## src/rtl/egress_ptr_queue_if.sv

```systemverilog
// Handshake and status bundle between the forwarding translator, the per-port
// descriptor queues and the egress readers.
interface egress_ptr_queue_if #(
  parameter int unsigned NUM_PORTS   = 4,
  parameter int unsigned ADDR_W      = 8,
  parameter int unsigned QUEUE_DEPTH = 16,
  parameter int unsigned DROP_CNT_W  = 16
);
  localparam int unsigned CNT_W = $clog2(QUEUE_DEPTH + 1);

  logic [NUM_PORTS-1:0]                 write_reqs_i;
  logic [NUM_PORTS-1:0][ADDR_W-1:0]     start_ptrs_i;
  logic [NUM_PORTS-1:0]                 flush_i;
  logic [NUM_PORTS-1:0]                 deq_ready_i;
  logic [NUM_PORTS-1:0]                 deq_valid_o;
  logic [NUM_PORTS-1:0][ADDR_W-1:0]     deq_ptr_o;
  logic [NUM_PORTS-1:0]                 full_o;
  logic [NUM_PORTS-1:0][CNT_W-1:0]      count_o;
  logic [NUM_PORTS-1:0]                 drop_o;
  logic [NUM_PORTS-1:0][DROP_CNT_W-1:0] drop_count_o;

  // Queue side
  modport slave (
    input  write_reqs_i, start_ptrs_i, flush_i, deq_ready_i,
    output deq_valid_o, deq_ptr_o, full_o, count_o, drop_o, drop_count_o
  );

  // Translator / reader side
  modport master (
    output write_reqs_i, start_ptrs_i, flush_i, deq_ready_i,
    input  deq_valid_o, deq_ptr_o, full_o, count_o, drop_o, drop_count_o
  );
endinterface

```

## src/rtl/egress_ptr_queue.sv

```systemverilog
// Per-egress-port FIFOs of frame start pointers. First-word-fall-through from
// registered storage, saturating per-port drop counters, synchronous flush.
module egress_ptr_queue #(
  parameter int unsigned NUM_PORTS   = 4,
  parameter int unsigned ADDR_W      = 8,
  parameter int unsigned QUEUE_DEPTH = 16,
  parameter int unsigned DROP_CNT_W  = 16
) (
  input  logic               clk,
  input  logic               rst_n,
  egress_ptr_queue_if.slave  bus
);
  localparam int unsigned CNT_W = $clog2(QUEUE_DEPTH + 1);
  localparam int unsigned PTR_W = $clog2(QUEUE_DEPTH);
  localparam logic [PTR_W-1:0] PtrLast  = PTR_W'(QUEUE_DEPTH - 1);
  localparam logic [CNT_W-1:0] CntFull  = CNT_W'(QUEUE_DEPTH);

  logic [ADDR_W-1:0] mem_q [NUM_PORTS][QUEUE_DEPTH];

  logic [NUM_PORTS-1:0][PTR_W-1:0]      rd_ptr_q, rd_ptr_d;
  logic [NUM_PORTS-1:0][PTR_W-1:0]      wr_ptr_q, wr_ptr_d;
  logic [NUM_PORTS-1:0][CNT_W-1:0]      count_q, count_d;
  logic [NUM_PORTS-1:0][DROP_CNT_W-1:0] drop_cnt_q, drop_cnt_d;
  logic [NUM_PORTS-1:0]                 drop_q, drop_d;

  logic [NUM_PORTS-1:0] deq_hs;
  logic [NUM_PORTS-1:0] is_full;
  logic [NUM_PORTS-1:0] enq_acc;

  // Next-state for pointers, occupancy and drop accounting, port by port
  always_comb begin
    rd_ptr_d   = rd_ptr_q;
    wr_ptr_d   = wr_ptr_q;
    count_d    = count_q;
    drop_cnt_d = drop_cnt_q;
    drop_d     = '0;
    deq_hs     = '0;
    is_full    = '0;
    enq_acc    = '0;
    for (int p = 0; p < NUM_PORTS; p++) begin
      is_full[p] = (count_q[p] == CntFull);
      deq_hs[p]  = (count_q[p] != '0) && bus.deq_ready_i[p];
      if (bus.flush_i[p]) begin
        // Flush wins over any same-cycle traffic; a discarded write is not a drop
        rd_ptr_d[p] = '0;
        wr_ptr_d[p] = '0;
        count_d[p]  = '0;
      end else begin
        // A full queue still accepts when its head leaves in the same cycle
        enq_acc[p] = bus.write_reqs_i[p] && (!is_full[p] || deq_hs[p]);
        drop_d[p]  = bus.write_reqs_i[p] && is_full[p] && !deq_hs[p];
        if (deq_hs[p]) begin
          rd_ptr_d[p] = (rd_ptr_q[p] == PtrLast) ? '0 : rd_ptr_q[p] + 1'b1;
        end
        if (enq_acc[p]) begin
          wr_ptr_d[p] = (wr_ptr_q[p] == PtrLast) ? '0 : wr_ptr_q[p] + 1'b1;
        end
        count_d[p] = count_q[p] + CNT_W'(enq_acc[p]) - CNT_W'(deq_hs[p]);
        if (drop_d[p] && (drop_cnt_q[p] != '1)) begin
          drop_cnt_d[p] = drop_cnt_q[p] + 1'b1;
        end
      end
    end
  end

  // Control state; asynchronous reset empties every queue at once
  always_ff @(posedge clk or negedge rst_n) begin
    if (!rst_n) begin
      rd_ptr_q   <= '0;
      wr_ptr_q   <= '0;
      count_q    <= '0;
      drop_cnt_q <= '0;
      drop_q     <= '0;
    end else begin
      rd_ptr_q   <= rd_ptr_d;
      wr_ptr_q   <= wr_ptr_d;
      count_q    <= count_d;
      drop_cnt_q <= drop_cnt_d;
      drop_q     <= drop_d;
    end
  end

  // Pointer storage; contents are meaningless outside the occupied window
  always_ff @(posedge clk) begin
    for (int p = 0; p < NUM_PORTS; p++) begin
      if (enq_acc[p]) begin
        mem_q[p][wr_ptr_q[p]] <= bus.start_ptrs_i[p];
      end
    end
  end

  // Outputs taken straight from registered state; no input-to-output path
  always_comb begin
    bus.deq_valid_o  = '0;
    bus.deq_ptr_o    = '0;
    bus.full_o       = '0;
    bus.count_o      = count_q;
    bus.drop_o       = drop_q;
    bus.drop_count_o = drop_cnt_q;
    for (int p = 0; p < NUM_PORTS; p++) begin
      bus.deq_valid_o[p] = (count_q[p] != '0);
      bus.deq_ptr_o[p]   = mem_q[p][rd_ptr_q[p]];
      bus.full_o[p]      = (count_q[p] == CntFull);
    end
  end
endmodule

```

## src/flat_wrapper.sv

```systemverilog
// flat-port wrapper written by rule: the top's interface ports become plain ports
module egress_ptr_queue_flat 
#(
  parameter int unsigned NUM_PORTS   = 4,
  parameter int unsigned ADDR_W      = 8,
  parameter int unsigned QUEUE_DEPTH = 16,
  parameter int unsigned DROP_CNT_W  = 16
)
  (clk, rst_n, bus_write_reqs_i, bus_start_ptrs_i, bus_flush_i, bus_deq_ready_i, bus_deq_valid_o, bus_deq_ptr_o, bus_full_o, bus_count_o, bus_drop_o, bus_drop_count_o);
  egress_ptr_queue_if #(.NUM_PORTS(NUM_PORTS), .ADDR_W(ADDR_W), .QUEUE_DEPTH(QUEUE_DEPTH), .DROP_CNT_W(DROP_CNT_W)) bus_i ();
  input  logic clk;
  input  logic rst_n;
  input wire logic [$bits(bus_i.write_reqs_i)-1:0] bus_write_reqs_i;
  input wire logic [$bits(bus_i.start_ptrs_i)-1:0] bus_start_ptrs_i;
  input wire logic [$bits(bus_i.flush_i)-1:0] bus_flush_i;
  input wire logic [$bits(bus_i.deq_ready_i)-1:0] bus_deq_ready_i;
  output wire logic [$bits(bus_i.deq_valid_o)-1:0] bus_deq_valid_o;
  output wire logic [$bits(bus_i.deq_ptr_o)-1:0] bus_deq_ptr_o;
  output wire logic [$bits(bus_i.full_o)-1:0] bus_full_o;
  output wire logic [$bits(bus_i.count_o)-1:0] bus_count_o;
  output wire logic [$bits(bus_i.drop_o)-1:0] bus_drop_o;
  output wire logic [$bits(bus_i.drop_count_o)-1:0] bus_drop_count_o;
  assign bus_i.write_reqs_i = bus_write_reqs_i;
  assign bus_i.start_ptrs_i = bus_start_ptrs_i;
  assign bus_i.flush_i = bus_flush_i;
  assign bus_i.deq_ready_i = bus_deq_ready_i;
  assign bus_deq_valid_o = bus_i.deq_valid_o;
  assign bus_deq_ptr_o = bus_i.deq_ptr_o;
  assign bus_full_o = bus_i.full_o;
  assign bus_count_o = bus_i.count_o;
  assign bus_drop_o = bus_i.drop_o;
  assign bus_drop_count_o = bus_i.drop_count_o;
  egress_ptr_queue #(.NUM_PORTS(NUM_PORTS), .ADDR_W(ADDR_W), .QUEUE_DEPTH(QUEUE_DEPTH), .DROP_CNT_W(DROP_CNT_W)) u_core (.clk(clk), .rst_n(rst_n), .bus(bus_i));
endmodule
```

## config.mk

```make
export PLATFORM = sky130hd
export DESIGN_NAME = egress_ptr_queue_flat
export DESIGN_NICKNAME = d
export VERILOG_FILES = /design/src/rtl/egress_ptr_queue_if.sv /design/src/rtl/egress_ptr_queue.sv /design/src/flat_wrapper.sv
export SDC_FILE = /design/constraint.sdc
export NUM_CORES = 1
export LEC_CHECK = 0
export BUFFER_PORTS_ARGS = -buffer_cell sky130_fd_sc_hd__buf_2
export CORE_MARGIN = 5
export CORE_UTILIZATION = 30
export DETAILED_ROUTE_END_ITERATION = 8
export SYNTH_ARGS = -nofsm -noshare
export SYNTH_HDL_FRONTEND = slang
export SYNTH_SLANG_ARGS = --single-unit
```

## constraint.sdc

```tcl
create_clock -name clk -period 8.15 [get_ports clk]
set_input_delay 2.445 -clock clk [delete_from_list [all_inputs] [get_ports clk]]
set_output_delay 2.445 -clock clk [all_outputs]
set_load 0.01 [all_outputs]
```

==> results.py <==
metrics = {
    "sta": {
        "fin_crit_sh_pct": 63.5,
        "skew_ps": 18.6,
        "setup_viol": 0,
        "slew_viol_final": 0,
        "finalCriticalPeriod_ps": 5180,
        "relSlewSlack_pct": 12.2,
        "fmax_ghz": 0.193,
        "finalSetupTns_ps": 0,
        "hold_violations": 0,
        "tightest_slew_ps": 1310,
        "rsz0062_at_grt": "no",
    },
    "critical_path": {
        "cp-start-kind": "flip-flop",
        "startpoint": "u_core.rd_ptr_q[4]$_DFFE_PN0P_",
        "required_ps": 5710,
        "critPathKind": "flip-flop to output port",
        "reg2regPathDepth": 14,
        "end_kind": "output port",
        "crit_fanout": 31,
        "cp.arrival_ps": 2730,
        "rr_startpoint": "u_core.bus.count_o[2]$_DFF_PN0_",
    },
    "power_and_ir_drop": {
        "p_switching_mw": 2.17,
        "cellPowerDensity_nw_per_um2": 273,
        "internal_power_mw": 6.15,
        "swShare_pct": 26.1,
        "power_frac_seq_pct": 44.3,
        "leakage_nw": 10.9,
        "ir_drop_v": 0.000155,
        "power_mw": 8.32,
        "clockPowerShare_pct": 38.6,
        "share_comb_of_total_power_pct": 17.0,
    },
    "finish": {
        "finish.net_count": 1819,
        "fill_cells": 8049,
        "antenna_cells": 0,
        "final_layout_size_suffix_gt1_share_pct": 24.9,
        "area_growth_pct": 17.8,
        "regArea_sq_um": 18400,
        "fin_util_pct": 35.7,
        "final_area_sq_um": 30500,
        "multi_input_area_sq_um": 7020,
    },
    "synthesis": {
        "async_flop_share_pct": 19.0,
        "syn_inst": 1518,
        "avgSynthCellArea_sq_um": 17.0,
        "synthesis.area_sq_um": 25900,
        "synthAdderAreaFrac_pct": 2.63,
        "ys_seq_area_share_pct": 71.0,
        "syn-num-nets": 1616,
        "ys_warn_count": 0,
        "synth_flop_cell": "edfxtp_1",
        "synth_cell_type_count": 45,
        "yosys.area_share.simple_pct": 6.84,
        "synth_compound_area_share_pct": 3.37,
        "synth_seq_cells": 632,
        "synth_edf_count": 512,
        "synth.area.mux_share_pct": 11.6,
        "synth_top_family_by_area": "multiplexers",
        "synth-xor-area-share_pct": 2.67,
    },
    "routing": {
        "wl_per_cell_um": 19.2,
        "drc_errors": 0,
        "drtPass1Iterations": 5,
        "drtIter0Drc": 897,
        "ant_nets": 0,
        "vias_per_cell": 4.78,
        "wl_um": 55900,
        "via_count": 14000,
    },
    "placement": {
        "dp_hpwl_um": 36500,
        "io_buffer_count": 173,
        "gp_congestion": 0.780,
        "placed_cell_area_sq_um": 28100,
    },
    "global_routing": {
        "track_usage_pct": 12.0,
        "grt_overflow_total": 0,
        "grt_pass1_vias": 14600,
        "grt_max_degree": 67,
        "grt_pass1_wl_um": 87800,
        "grt_antenna_before_repair": 3,
    },
    "cts": {
        "root_buffer": "clkbuf_16",
        "holdBufCountCts": 0,
        "cts_made_buffers": 72,
        "cts.sinks": 632,
        "htreeDepth": 3,
        "post_cts_buffers": 0,
        "clk_pin_slew_ps": 60,
        "cts_tree": "built",
        "insertion_delay_ps": 610,
        "cts-resized-gates": 0,
        "cts_max_path_buffers": 3,
    },
    "floorplanning": {
        "num_rows": 107,
        "num_io_pins": 174,
        "start_util_pct": 30.3,
        "core_sq_um": 85400,
        "die-area_sq_um": 92200,
        "fp.dieW_um": 304,
        "die_y_um": 304,
    },
    "run_status": {
        "status": "finished clean",
    },
    "hold_path": {
        "hold_class": "flip-flop to flip-flop",
        "holdPathStages": 1,
        "hp-start": "u_core.bus.drop_count_o[15]$_DFFE_PN0P_",
    },
    "job": {
        "maxCapViolCount": 0,
    },
}
-- area by class of cell --
| cell class | count | share of cell area [%] |
|---|---|---|
| clock inverters | 33 | 1.33 |
| well taps | 1144 | 4.70 |
| repair buffers | 193 | 3.36 |
| inverters | 57 | 0.702 |
| clock buffers | 94 | 6.53 |
| multi-input cells | 765 | 23.1 |
| flip-flops and latches | 632 | 60.3 |
-- state kept, by name (all words and copies together), names as in the netlist --
register / count
u_core.wr_ptr_q: 16
u_core.bus.drop_count_o: 64
u_core.bus.count_o: 20
u_core.bus.drop_o: 4
u_core.mem_q: 512
u_core.rd_ptr_q: 16
-- worst max-delay path: stages, from the launching register on --
cell and delay, ps:
dfrtp_2 430, buf_4 540, mux4_2 590, a22oi_1 320, nand2_1 80, buf_2 150
-- metrics by stage --
| step | cells | hold slack (ps) | setup slack [ps] |
|---|---|---|---|
| after floorplan | 1518 | 515 | 3730 |
| after global placement | 2791 | 469 | 3390 |
| after detailed placement | 2791 | 476 | 3320 |
| after CTS | 2918 | 486 | 2820 |
| after global routing | 2918 | 515 | 2720 |
| final | 2918 | 484 | 2970 |
-- power by group through the flow --
stage	sequential, mW	clock, mW	combinational, mW
floorplan	3.76	0	0.972
global placement	3.75	0	1.40
detailed placement	3.76	0	1.44
CTS	3.69	3.30	1.45
global route	3.71	3.44	1.58
finish	3.69	3.21	1.42
-- worst paths after layout --
kind | endpoint | slack [ps]
min in group asynchronous | u_core.bus.drop_count_o[47]$_DFFE_PN0P_ | 1840
worst max-delay path | bus_deq_ptr_o[8] | 2970
worst max register to register | u_core.bus.count_o[4]$_DFF_PN0_ | 4890
max in group asynchronous | u_core.rd_ptr_q[12]$_DFFE_PN0P_ | 5060
worst min register to register | u_core.bus.drop_count_o[15]$_DFFE_PN0P_ | 480
worst min-delay path | u_core.bus.drop_count_o[15]$_DFFE_PN0P_ | 480
-- layer usage --
layer | wire length (um) | track usage (%)
met4 | 1380 | 4.02
met3 | 4120 | 3.34
met1 | 25400 | 16.8
met2 | 25000 | 18.0
met5 | 27 | 0
-- cell usage in the layout (no fill, tap or decap), types with 5 or more instances in the layout --
cell type	Yosys	routed
edfxtp_1	512	512
buf_2	10	172
mux4_2	128	128
nor2_1	116	116
dfrtp_1	120	116
nand2_1	97	97
clkbuf_16	0	75
a22oi_1	64	64
inv_1	57	57
xor2_1	50	50
ha_1	48	48
a21oi_1	40	40
xnor2_1	29	29
nor3_1	28	28
nand4_1	23	23
nand3_1	20	20
buf_4	0	20
o21ai_0	18	17
clkbuf_1	50	15
nor2b_1	13	13
nand2b_1	10	10
and2_1	9	9
clkinv_2	0	9
and4_1	8	8
mux2i_1	8	8
clkinv_1	0	7
and3_1	6	6
a21o_1	5	5
or4_1	5	5
bufinv_16	0	5
-- cells in the mapped netlist (5+ instances only) --
cell type | number | area [sq um]
a21o_1 | 5 | 37.5
a21oi_1 | 40 | 200
a22oi_1 | 64 | 480
and2_1 | 9 | 56.3
and3_1 | 6 | 37.5
and4_1 | 8 | 70.1
buf_2 | 10 | 50.1
clkbuf_1 | 50 | 188
dfrtp_1 | 120 | 3000
edfxtp_1 | 512 | 15400
ha_1 | 48 | 601
inv_1 | 57 | 214
mux2i_1 | 8 | 80.1
mux4_2 | 128 | 2880
nand2_1 | 97 | 364
nand2b_1 | 10 | 62.6
nand3_1 | 20 | 100
nand4_1 | 23 | 144
nor2_1 | 116 | 435
nor2b_1 | 13 | 81.3
nor3_1 | 28 | 140
o21ai_0 | 18 | 90.1
or4_1 | 5 | 37.5
xnor2_1 | 29 | 254
xor2_1 | 50 | 438
-- kinds of logic after synthesis --
| group | after synthesis |
|---|---|
| XOR/XNOR | 79 |
| buffers and inverters | 121 |
| adder cells (fa/ha/maj) | 52 |
| flip-flops | 632 |
| AO/OA/AOI/OAI | 135 |
| AND/OR/NAND/NOR | 359 |
| multiplexers | 140 |
No activity file was read; power rests on OpenSTA's default activity.
